**config.mk**
```make
export PLATFORM = sky130hd
export DESIGN_NAME = msc_xfer_sequencer
export DESIGN_NICKNAME = d
export VERILOG_FILES = /design/src/rtl/msc_xfer_sequencer.sv
export SDC_FILE = /design/constraint.sdc
export NUM_CORES = 1
export LEC_CHECK = 0
export BUFFER_PORTS_ARGS = -buffer_cell sky130_fd_sc_hd__buf_2
export CORE_MARGIN = 2
export CORE_UTILIZATION = 55
export DETAILED_ROUTE_END_ITERATION = 10
export PLACE_DENSITY_LB_ADDON = 0.12
export SLEW_MARGIN = 20
export SYNTH_ARGS = -nofsm -noshare
export SYNTH_HDL_FRONTEND = slang
export SYNTH_SLANG_ARGS = --single-unit
```
**constraint.sdc**
```tcl
create_clock -name clk -period 5.94 [get_ports clk]
set_input_delay 1.188 -clock clk [delete_from_list [all_inputs] [get_ports clk]]
set_output_delay 1.188 -clock clk [all_outputs]
set_load 0.01 [all_outputs]
```
**src/rtl/msc_xfer_sequencer.sv**
```systemverilog
// Mass-storage transfer sequencer: walks a SCSI command sector by sector
// between the sector buffer and the drive HAL, then reports status.
module msc_xfer_sequencer #(
   parameter int TIMEOUT_CYCLES = 1000000,
   parameter int TO_W           = 24
) (
   input  logic        clk,
   input  logic        rst_n,
   input  logic        cmd_valid,
   output logic        cmd_ready,
   input  logic        cmd_dir,
   input  logic [31:0] cmd_lba,
   input  logic [15:0] cmd_count,
   input  logic        abort,
   output logic        buf_start,
   output logic        buf_dir,
   output logic [15:0] buf_count,
   input  logic [15:0] buf_sectors_completed,
   input  logic        buf_sector_ready,
   input  logic        buf_room,
   output logic        hal_req,
   input  logic        hal_ack,
   output logic [31:0] hal_lba,
   output logic        hal_dir,
   input  logic        hal_done,
   input  logic        hal_err,
   output logic        sts_valid,
   output logic        sts_ok,
   output logic [15:0] sts_residue,
   output logic        busy
);

   typedef enum logic [2:0] {
      S_IDLE,
      S_START,
      S_ARM,
      S_REQ,
      S_XFER,
      S_DRAIN,
      S_STATUS
   } state_t;

   // Last watchdog value before the limit; the next count reaches TIMEOUT_CYCLES.
   localparam logic [TO_W-1:0] WD_LIM = TO_W'(TIMEOUT_CYCLES - 1);
   localparam logic [TO_W-1:0] WD_ONE = {{(TO_W-1){1'b0}}, 1'b1};

   state_t         state_q, state_d;
   logic           dir_q, dir_d;
   logic [31:0]    lba_q, lba_d;
   logic [15:0]    count_q, count_d;
   logic [15:0]    n_q, n_d;
   logic           ok_q, ok_d;
   logic [TO_W-1:0] wd_q, wd_d;

   logic [TO_W-1:0] wd_inc;
   logic            wd_hit;
   logic            src_ok;
   logic            last;
   logic            abort_hit;

   assign wd_inc    = (wd_q == {TO_W{1'b1}}) ? wd_q : wd_q + WD_ONE;
   assign wd_hit    = (wd_q >= WD_LIM);
   assign src_ok    = dir_q ? buf_room : buf_sector_ready;
   assign last      = ((n_q + 16'd1) == count_q);
   assign abort_hit = abort && (state_q != S_IDLE)
                            && (state_q != S_STATUS);

   always_ff @(posedge clk or negedge rst_n) begin
      if (!rst_n) begin
         state_q <= S_IDLE;
         dir_q   <= 1'b0;
         lba_q   <= '0;
         count_q <= '0;
         n_q     <= '0;
         ok_q    <= 1'b0;
         wd_q    <= '0;
      end else begin
         state_q <= state_d;
         dir_q   <= dir_d;
         lba_q   <= lba_d;
         count_q <= count_d;
         n_q     <= n_d;
         ok_q    <= ok_d;
         wd_q    <= wd_d;
      end
   end

   always_comb begin
      state_d   = state_q;
      dir_d     = dir_q;
      lba_d     = lba_q;
      count_d   = count_q;
      n_d       = n_q;
      ok_d      = ok_q;
      wd_d      = wd_q;
      cmd_ready = 1'b0;
      buf_start = 1'b0;
      hal_req   = 1'b0;
      sts_valid = 1'b0;

      unique case (state_q)
         S_IDLE: begin
            cmd_ready = 1'b1;
            if (cmd_valid) begin
               dir_d   = cmd_dir;
               lba_d   = cmd_lba;
               count_d = cmd_count;
               n_d     = '0;
               if (cmd_count == 16'd0) begin
                  state_d = S_STATUS;
                  ok_d    = 1'b1;
               end else begin
                  state_d = S_START;
               end
            end
         end
         S_START: begin
            buf_start = 1'b1;
            state_d   = S_ARM;
         end
         S_ARM: begin
            if (src_ok) begin
               state_d = S_REQ;
               wd_d    = '0;
            end
         end
         S_REQ: begin
            hal_req = 1'b1;
            wd_d    = wd_inc;
            // A done arriving with the ack is ignored; only XFER honours it.
            if (wd_hit) begin
               state_d = S_STATUS;
               ok_d    = 1'b0;
            end else if (hal_ack) begin
               state_d = S_XFER;
            end
         end
         S_XFER: begin
            wd_d = wd_inc;
            if (hal_done) begin
               if (hal_err) begin
                  state_d = S_STATUS;
                  ok_d    = 1'b0;
               end else begin
                  n_d = n_q + 16'd1;
                  if (!last) begin
                     state_d = S_ARM;
                  end else if (dir_q) begin
                     state_d = S_DRAIN;
                  end else begin
                     state_d = S_STATUS;
                     ok_d    = 1'b1;
                  end
               end
            end else if (wd_hit) begin
               state_d = S_STATUS;
               ok_d    = 1'b0;
            end
         end
         S_DRAIN: begin
            if (buf_sectors_completed == count_q) begin
               state_d = S_STATUS;
               ok_d    = 1'b1;
            end
         end
         S_STATUS: begin
            sts_valid = 1'b1;
            state_d   = S_IDLE;
         end
         default: begin
            state_d = S_IDLE;
         end
      endcase

      if (abort_hit) begin
         state_d = S_STATUS;
         ok_d    = 1'b0;
         n_d     = n_q;
         hal_req = 1'b0;
      end
   end

   assign buf_dir     = dir_q;
   assign buf_count   = count_q;
   assign hal_dir     = dir_q;
   assign hal_lba     = lba_q + {16'h0000, n_q};
   assign sts_ok      = ok_q;
   assign sts_residue = count_q - n_q;
   assign busy        = (state_q != S_IDLE);

endmodule

```
==> results.tsv, run 1 <==
metric	value	unit
status	complete, no violations	
synth_cells	779	
gp_congestion	0.927	
combPwrFrac	55.0	%
first_pass_iters	5	
p_leak	3.51	nW
fin_crit_sh	78.4	%
layout_common_cells	144 x buf_2, 93 x dfrtp_1, 74 x o21ai_0, 71 x nor2_1, 59 x nand2_1	
post_cts_buffers	0	
rsz0062_at_grt	false	
grt_pass1_vias	6381	
drtIter0Drc	376	
max_slew_margin	34.6	%
critPathLaunch	n_q[1]$_DFFE_PN0P_	
crit_type	flip-flop to output port	
syn_to_final_growth	16.6	%
drv_cap	0	
die_area	0.0133	mm2
syn_avg_cell_area	8.78	um2
drc_errors	0	
drive_above_1_share	24.4	%
path_clk_slew	70	ps
finalSetupTns	0	ps
finalClockSkew	7.01	ps
viasPerCell	6.02	
tightest_slew	978	ps
yosys_warnings	0	
fin_crit	4660	ps
cts_tree	yes	
hold_ws	516	ps
cp_slowest_stage_delay	550	ps
hp-class	flip-flop to flip-flop	
coreArea	0.0121	mm2
whs_path_depth	1	
syn-num-nets	888	
initial_core_util	56.7	%
pin_count	146	
setup.worst_path.end_class	output port	
h-tree-depth	3	
r2r_start	n_q[1]$_DFFE_PN0P_	
hold_buffers	0	
r2r-end	state_q[0]$_DFFE_PN0P_	
fp-row-count	40	
worstPathCellList	ha_1, a21o_1, a21oi_1, o21bai_1, o2111ai_1, a311oi_1, o211ai_1, a211oi_1, xor2_1, buf_2	
route.vias.total	6517	
drt-wirelength-per-cell	17.3	um
fp.dieH	116	um
synth_edf_count	0	
dp.cells	1067	
numCtsBuffers	9	
hold_start	lba_q[15]$_DFFE_PN0P_	
hpwlAfterDp	14100	um
grt_max_degree	58	
async_reset_ff_share	100	%
grt_antenna_before_repair	1	
synth_cell_types	71	
instances_no_fill	1083	
ys.flop_type	dfrtp_1	
die_x	116	um
hold_viol	0	
seqPwrFrac	29.6	%
pwr_density_cell	482	mW/mm2
switching_share	44.9	%
crit_path_max_fanout	8	
synth-seq-area-share	34.0	%
mostFrequentLayoutCell	buf_2	
setup_viol	0	
clockRootBuffer	clkbuf_16	
grt_pass1_wl	30400	um
ant_nets	0	
antenna_cells	0	
final_core_util	66.2	%
clock_path_buffers	2	
internal-power	2.12	mW
final_max_slew_viol_count	0	
ys_ff_latch	93	
cp.arrival	3470	ps
ir_drop	0.315	mV
rr_worst_depth	9	
post_cts_resized	0	
cp_slowest_cell	a311oi_1	
gr-usage-all-layers	28.6	%
overflow	0	
p_sw	1.73	mW
dpl-instance-area	0.00768	mm2
p_clk_share	15.5	%
nNetsFinal	1019	
netlist_area	0.00684	mm2
ff2ff_setup_slack	2640	ps
crit_path_start_kind	flip-flop	
cp.required	4750	ps
clkLatencyLatePin	350	ps
wl	18700	um
fmax	215	MHz
design_area	0.00798	mm2
portBuffers	145	
crit_end	hal_lba[31]	
cts.sinks	93	
[metrics by stage]
stage / power, mW / worst slack, ps
after global placement: 3.17 / 1810
after CTS: 3.85 / 1290
after floorplan: 2.52 / 2150
final: 3.84 / 1280
after global routing: 4.13 / 1050
after detailed placement: 3.24 / 1710
[synth_stat cells (3+ instances only)]
| cell | count | area (um2) |
|---|---|---|
| a211oi_1 | 4 | 30.0 |
| a21o_1 | 4 | 30.0 |
| a21oi_1 | 54 | 270 |
| a31oi_1 | 3 | 18.8 |
| a41oi_1 | 4 | 35.0 |
| and2_1 | 5 | 31.3 |
| and3_1 | 11 | 68.8 |
| and4_1 | 4 | 35.0 |
| buf_1 | 3 | 11.3 |
| buf_2 | 5 | 25.0 |
| clkbuf_1 | 18 | 67.6 |
| dfrtp_1 | 93 | 2330 |
| ha_1 | 33 | 413 |
| inv_1 | 38 | 143 |
| mux2_2 | 43 | 484 |
| mux2i_1 | 6 | 60.1 |
| nand2_1 | 59 | 221 |
| nand2b_1 | 4 | 25.0 |
| nand3_1 | 30 | 150 |
| nand4_1 | 16 | 100 |
| nor2_1 | 71 | 267 |
| nor2b_1 | 9 | 56.3 |
| nor3_1 | 14 | 70.1 |
| nor3b_1 | 3 | 22.5 |
| nor4_1 | 10 | 62.6 |
| o2111ai_1 | 3 | 26.3 |
| o21a_1 | 11 | 82.6 |
| o21ai_0 | 74 | 370 |
| o21bai_1 | 3 | 22.5 |
| o31ai_1 | 9 | 67.6 |
| o41ai_1 | 4 | 35.0 |
| or3_1 | 9 | 56.3 |
| xnor2_1 | 49 | 429 |
| xor2_1 | 26 | 228 |
[cells by family after synthesis]
kind of cell | after synthesis | share of synthesized area (%)
adder cells (fa/ha/maj) | 37 | 6.91
multiplexers | 49 | 7.96
AND/OR/NAND/NOR | 254 | 18.4
XOR/XNOR | 75 | 9.60
flip-flops | 93 | 34.0
buffers and inverters | 67 | 3.99
AO/OA/AOI/OAI | 204 | 19.1
[cell type report]
type,count,area [um2]
Sequential cell,93,2330
Fill cell,994,4080
Multi-Input combinational cell,619,4240
Clock buffer,10,229
Tap cell,168,210
Timing Repair Buffer,149,758
Inverter,38,143
Clock inverter,6,70.1
[registers in the layout, indices dropped and copies added, names as in the netlist]
register,cells
wd_q,24
state_q,3
lba_q,32
buf_count,16
buf_dir,1
n_q,16
sts_ok,1
[worst max-delay path, delay by kind of cell (launching register included)]
family,cells,cell delay [ps]
AO/OA/AOI/OAI,7,2000
flip-flops,1,470
adder cells (fa/ha/maj),1,320
XOR/XNOR,1,180
buffers and inverters,1,150
[per-layer routing]
| layer | GRT usage, % | vias to the layer above | wire length (um) |
|---|---|---|---|
| met1 | 35.0 | 3139 | 7710 |
| met5 | 0 | - | 0 |
| met3 | 4.86 | 47 | 1120 |
| li1 | - | 3084 | - |
| met2 | 50.1 | 247 | 9410 |
| met4 | 11.5 | 0 | 496 |
[power groups by stage]
stage | logic, mW | registers [mW] | clock network [mW]
floorplan | 1.47 | 1.05 | 0
global placement | 2.03 | 1.13 | 0
detailed placement | 2.10 | 1.15 | 0
CTS | 2.11 | 1.14 | 0.601
global route | 2.33 | 1.17 | 0.627
finish | 2.11 | 1.14 | 0.594
[how the worst min path moves through the flow]
stage	end	slack [ps]
floorplan	wd_q[15]$_DFFE_PN0P_	470
detailed placement	lba_q[14]$_DFFE_PN0P_	500
global route	lba_q[14]$_DFFE_PN0P_	530
finish	lba_q[15]$_DFFE_PN0P_	520
global placement	wd_q[15]$_DFFE_PN0P_	500
CTS	lba_q[14]$_DFFE_PN0P_	520
Power figures use the tool's default switching activity.
==> inputs of run 2 (changes only) <==
==> constraint.sdc (replaced) <==
create_clock -name clk -period 4.4 [get_ports clk]
set_input_delay 0.88 -clock clk [delete_from_list [all_inputs] [get_ports clk]]
set_output_delay 0.88 -clock clk [all_outputs]
set_load 0.01 [all_outputs]
==> run 2 against run 1 <==
Non-clock buffer count up 4. Register-to-register slack worse by 1500 ps. Sequential power up 34%. Combinational power up 36%. Utilization up 0.51 points. Critical endpoint is now hal_lba[26]. Setup slack worse by 1100 ps. Cell area up 0.77%. First-iteration DRC count up 3.7%. Critical path type unchanged. Die area unchanged. Total power up 35%. Routed wire length down 1.1%.
==> results.tsv, run 2 (synthesis results as in run 1) <==
metric	value	unit	change
hold_viol	0		unchanged
r2r_start	n_q[1]$_DFFE_PN0P_		
clkLatencyLatePin	350	ps	about the same
fin_crit_sh	95.2	%	
syn_to_final_growth	17.5	%	
finalClockSkew	10.4	ps	+3.41 ps
setup_viol	0		unchanged
numCtsBuffers	9		unchanged
gr-usage-all-layers	28.2	%	-0.34 points
final_max_slew_viol_count	0		unchanged
largest_reg_flops	32		unchanged
grt_pass1_vias	6323		-0.91%
finalSetupTns	0	ps	unchanged
pre_cts_ws	439	ps	-1270 ps
portBuffers	145		unchanged
nNetsFinal	1023		+0.39%
max_slew_margin	33.6	%	-0.94 points
die_x	116	um	unchanged
pin_count	146		unchanged
initial_core_util	56.7	%	unchanged
drc_errors	0		unchanged
cp.arrival	3310	ps	-160 ps
hp-class	flip-flop to flip-flop		
hold_start	lba_q[14]$_DFFE_PN0P_		
cts_tree	yes		
fin_crit	4190	ps	
drtIter0Drc	390		+3.7%
wl_met3	851	um	-24%
nFillCells	1019		+2.5%
fp.dieH	116	um	unchanged
clockRootBuffer	clkbuf_16		
path_clk_slew	70	ps	about the same
p_leak	3.55	nW	+0.92%
antenna_cells	0		unchanged
status	complete, no violations		
cp.required	3520	ps	-1230 ps
design_area	0.00804	mm2	+0.77%
drt-wirelength-per-cell	17.1	um	-1.4%
met2_length	9560	um	+1.6%
dpl-instance-area	0.00770	mm2	+0.29%
cts.sinks	93		unchanged
tightest_slew	992	ps	+14.1 ps
clock_path_buffers	2		unchanged
first_pass_iters	5		unchanged
coreArea	0.0121	mm2	unchanged
grt_antenna_before_repair	0		-1
top_regs	lba_q: 32 flops, wd_q: 24 flops		
die_area	0.0133	mm2	unchanged
hold_ws	518	ps	+1.15 ps
fmax	239	MHz	
setup.worst_path.end_class	output port		
whs_path_depth	1		unchanged
hpwlAfterDp	14000	um	-0.66%
drv_cap	0		unchanged
grt_max_degree	69		+19%
hold_buffers	0		unchanged
fin_ws	213	ps	-1070 ps
ant_nets	0		unchanged
wl	18500	um	-1.1%
routed.top_layer	met4		
regMostFlops	lba_q		
route.vias.total	6457		-0.92%
rsz0062_at_grt	false		
m1WireLength	7670	um	-0.52%
crit_path_max_fanout	8		unchanged
viasPerCell	5.95		-1.2%
gp_congestion	0.928		about the same
mostFrequentLayoutCell	buf_2		
rr_worst_depth	9		unchanged
crit_type	flip-flop to output port		
overflow	0		unchanged
layout_common_cells	144 x buf_2, 92 x dfrtp_1, 74 x o21ai_0, 71 x nor2_1, 59 x nand2_1		
drive_above_1_share	25.1	%	+0.68 points
critPathLaunch	n_q[1]$_DFFE_PN0P_		
ir_drop	0.354	mV	+12%
h-tree-depth	3		unchanged
pwr_density_cell	647	mW/mm2	+34%
grt_pass1_wl	30100	um	-1.0%
crit_path_start_kind	flip-flop		
fp-row-count	40		unchanged
[run 2: cell types whose count changed in the layout (fill, tap and decap cells not counted), sizes merged]
cell	previous run	this run
buf	149	153
clkinvlp	2	0
clkbuf	10	11
clkinv	1	2
inv	40	39
[run 2: routing by layer]
metal	up-vias	global-route usage, %
met2	196	49.2
met3	37	4.08
met5	-	0
met4	0	12.0
met1	3116	35.0
li1	3108	-
[run 2: layout make-up]
type / instances / area (um2) / area share, %
sequential: 93 / 2330 / 29.0
clock inverter: 4 / 56.3 / 0.700
tap: 168 / 210 / 2.61
inverter: 38 / 143 / 1.77
multi-input combinational: 619 / 4260 / 53.0
timing repair buffer: 153 / 788 / 9.80
clock buffer: 11 / 253 / 3.14
[run 2: per-stage QoR]
step	std cells	utilization, %	power, mW
global placement	1070	63.9	4.30
detailed placement	1070	63.9	4.38
floorplan	779	-	3.40
global route	1086	66.7	5.61
CTS	1085	66.4	5.21
finish	1086	66.7	5.20
[run 2: worst paths after layout]
path                                           to  slack (ps)
setup / recovery                      hal_lba[26]         210
max in group asynchronous   lba_q[25]$_DFFE_PN0P_        2930
min in group asynchronous    lba_q[3]$_DFFE_PN0P_         610
hold / removal              lba_q[14]$_DFFE_PN0P_         520
setup reg to reg           state_q[0]$_DFFE_PN0P_        1100
hold reg to reg             lba_q[14]$_DFFE_PN0P_         520
[run 2: critical path, stage by stage (launching register included)]
cell	delay, ps
dfrtp_1	500
inv_1	140
fa_1	450
nor2b_1	190
o31a_1	210
o221a_2	230
a41oi_1	220
o31ai_2	430
o31ai_4	160
nor2_1	140
xor2_1	150
buf_2	140
[run 2: where the power goes]
part	switching [mW]	total [mW]	internal [mW]
logic	1.55	2.86	1.30
clock network	0.345	0.818	0.473
registers	0.401	1.53	1.13
total	2.30	5.20	2.90
[run 2: timing repair]
item,CTS,global route
gates resized for setup,0,4
setup buffers,0,1
setup endpoints to repair,0,16
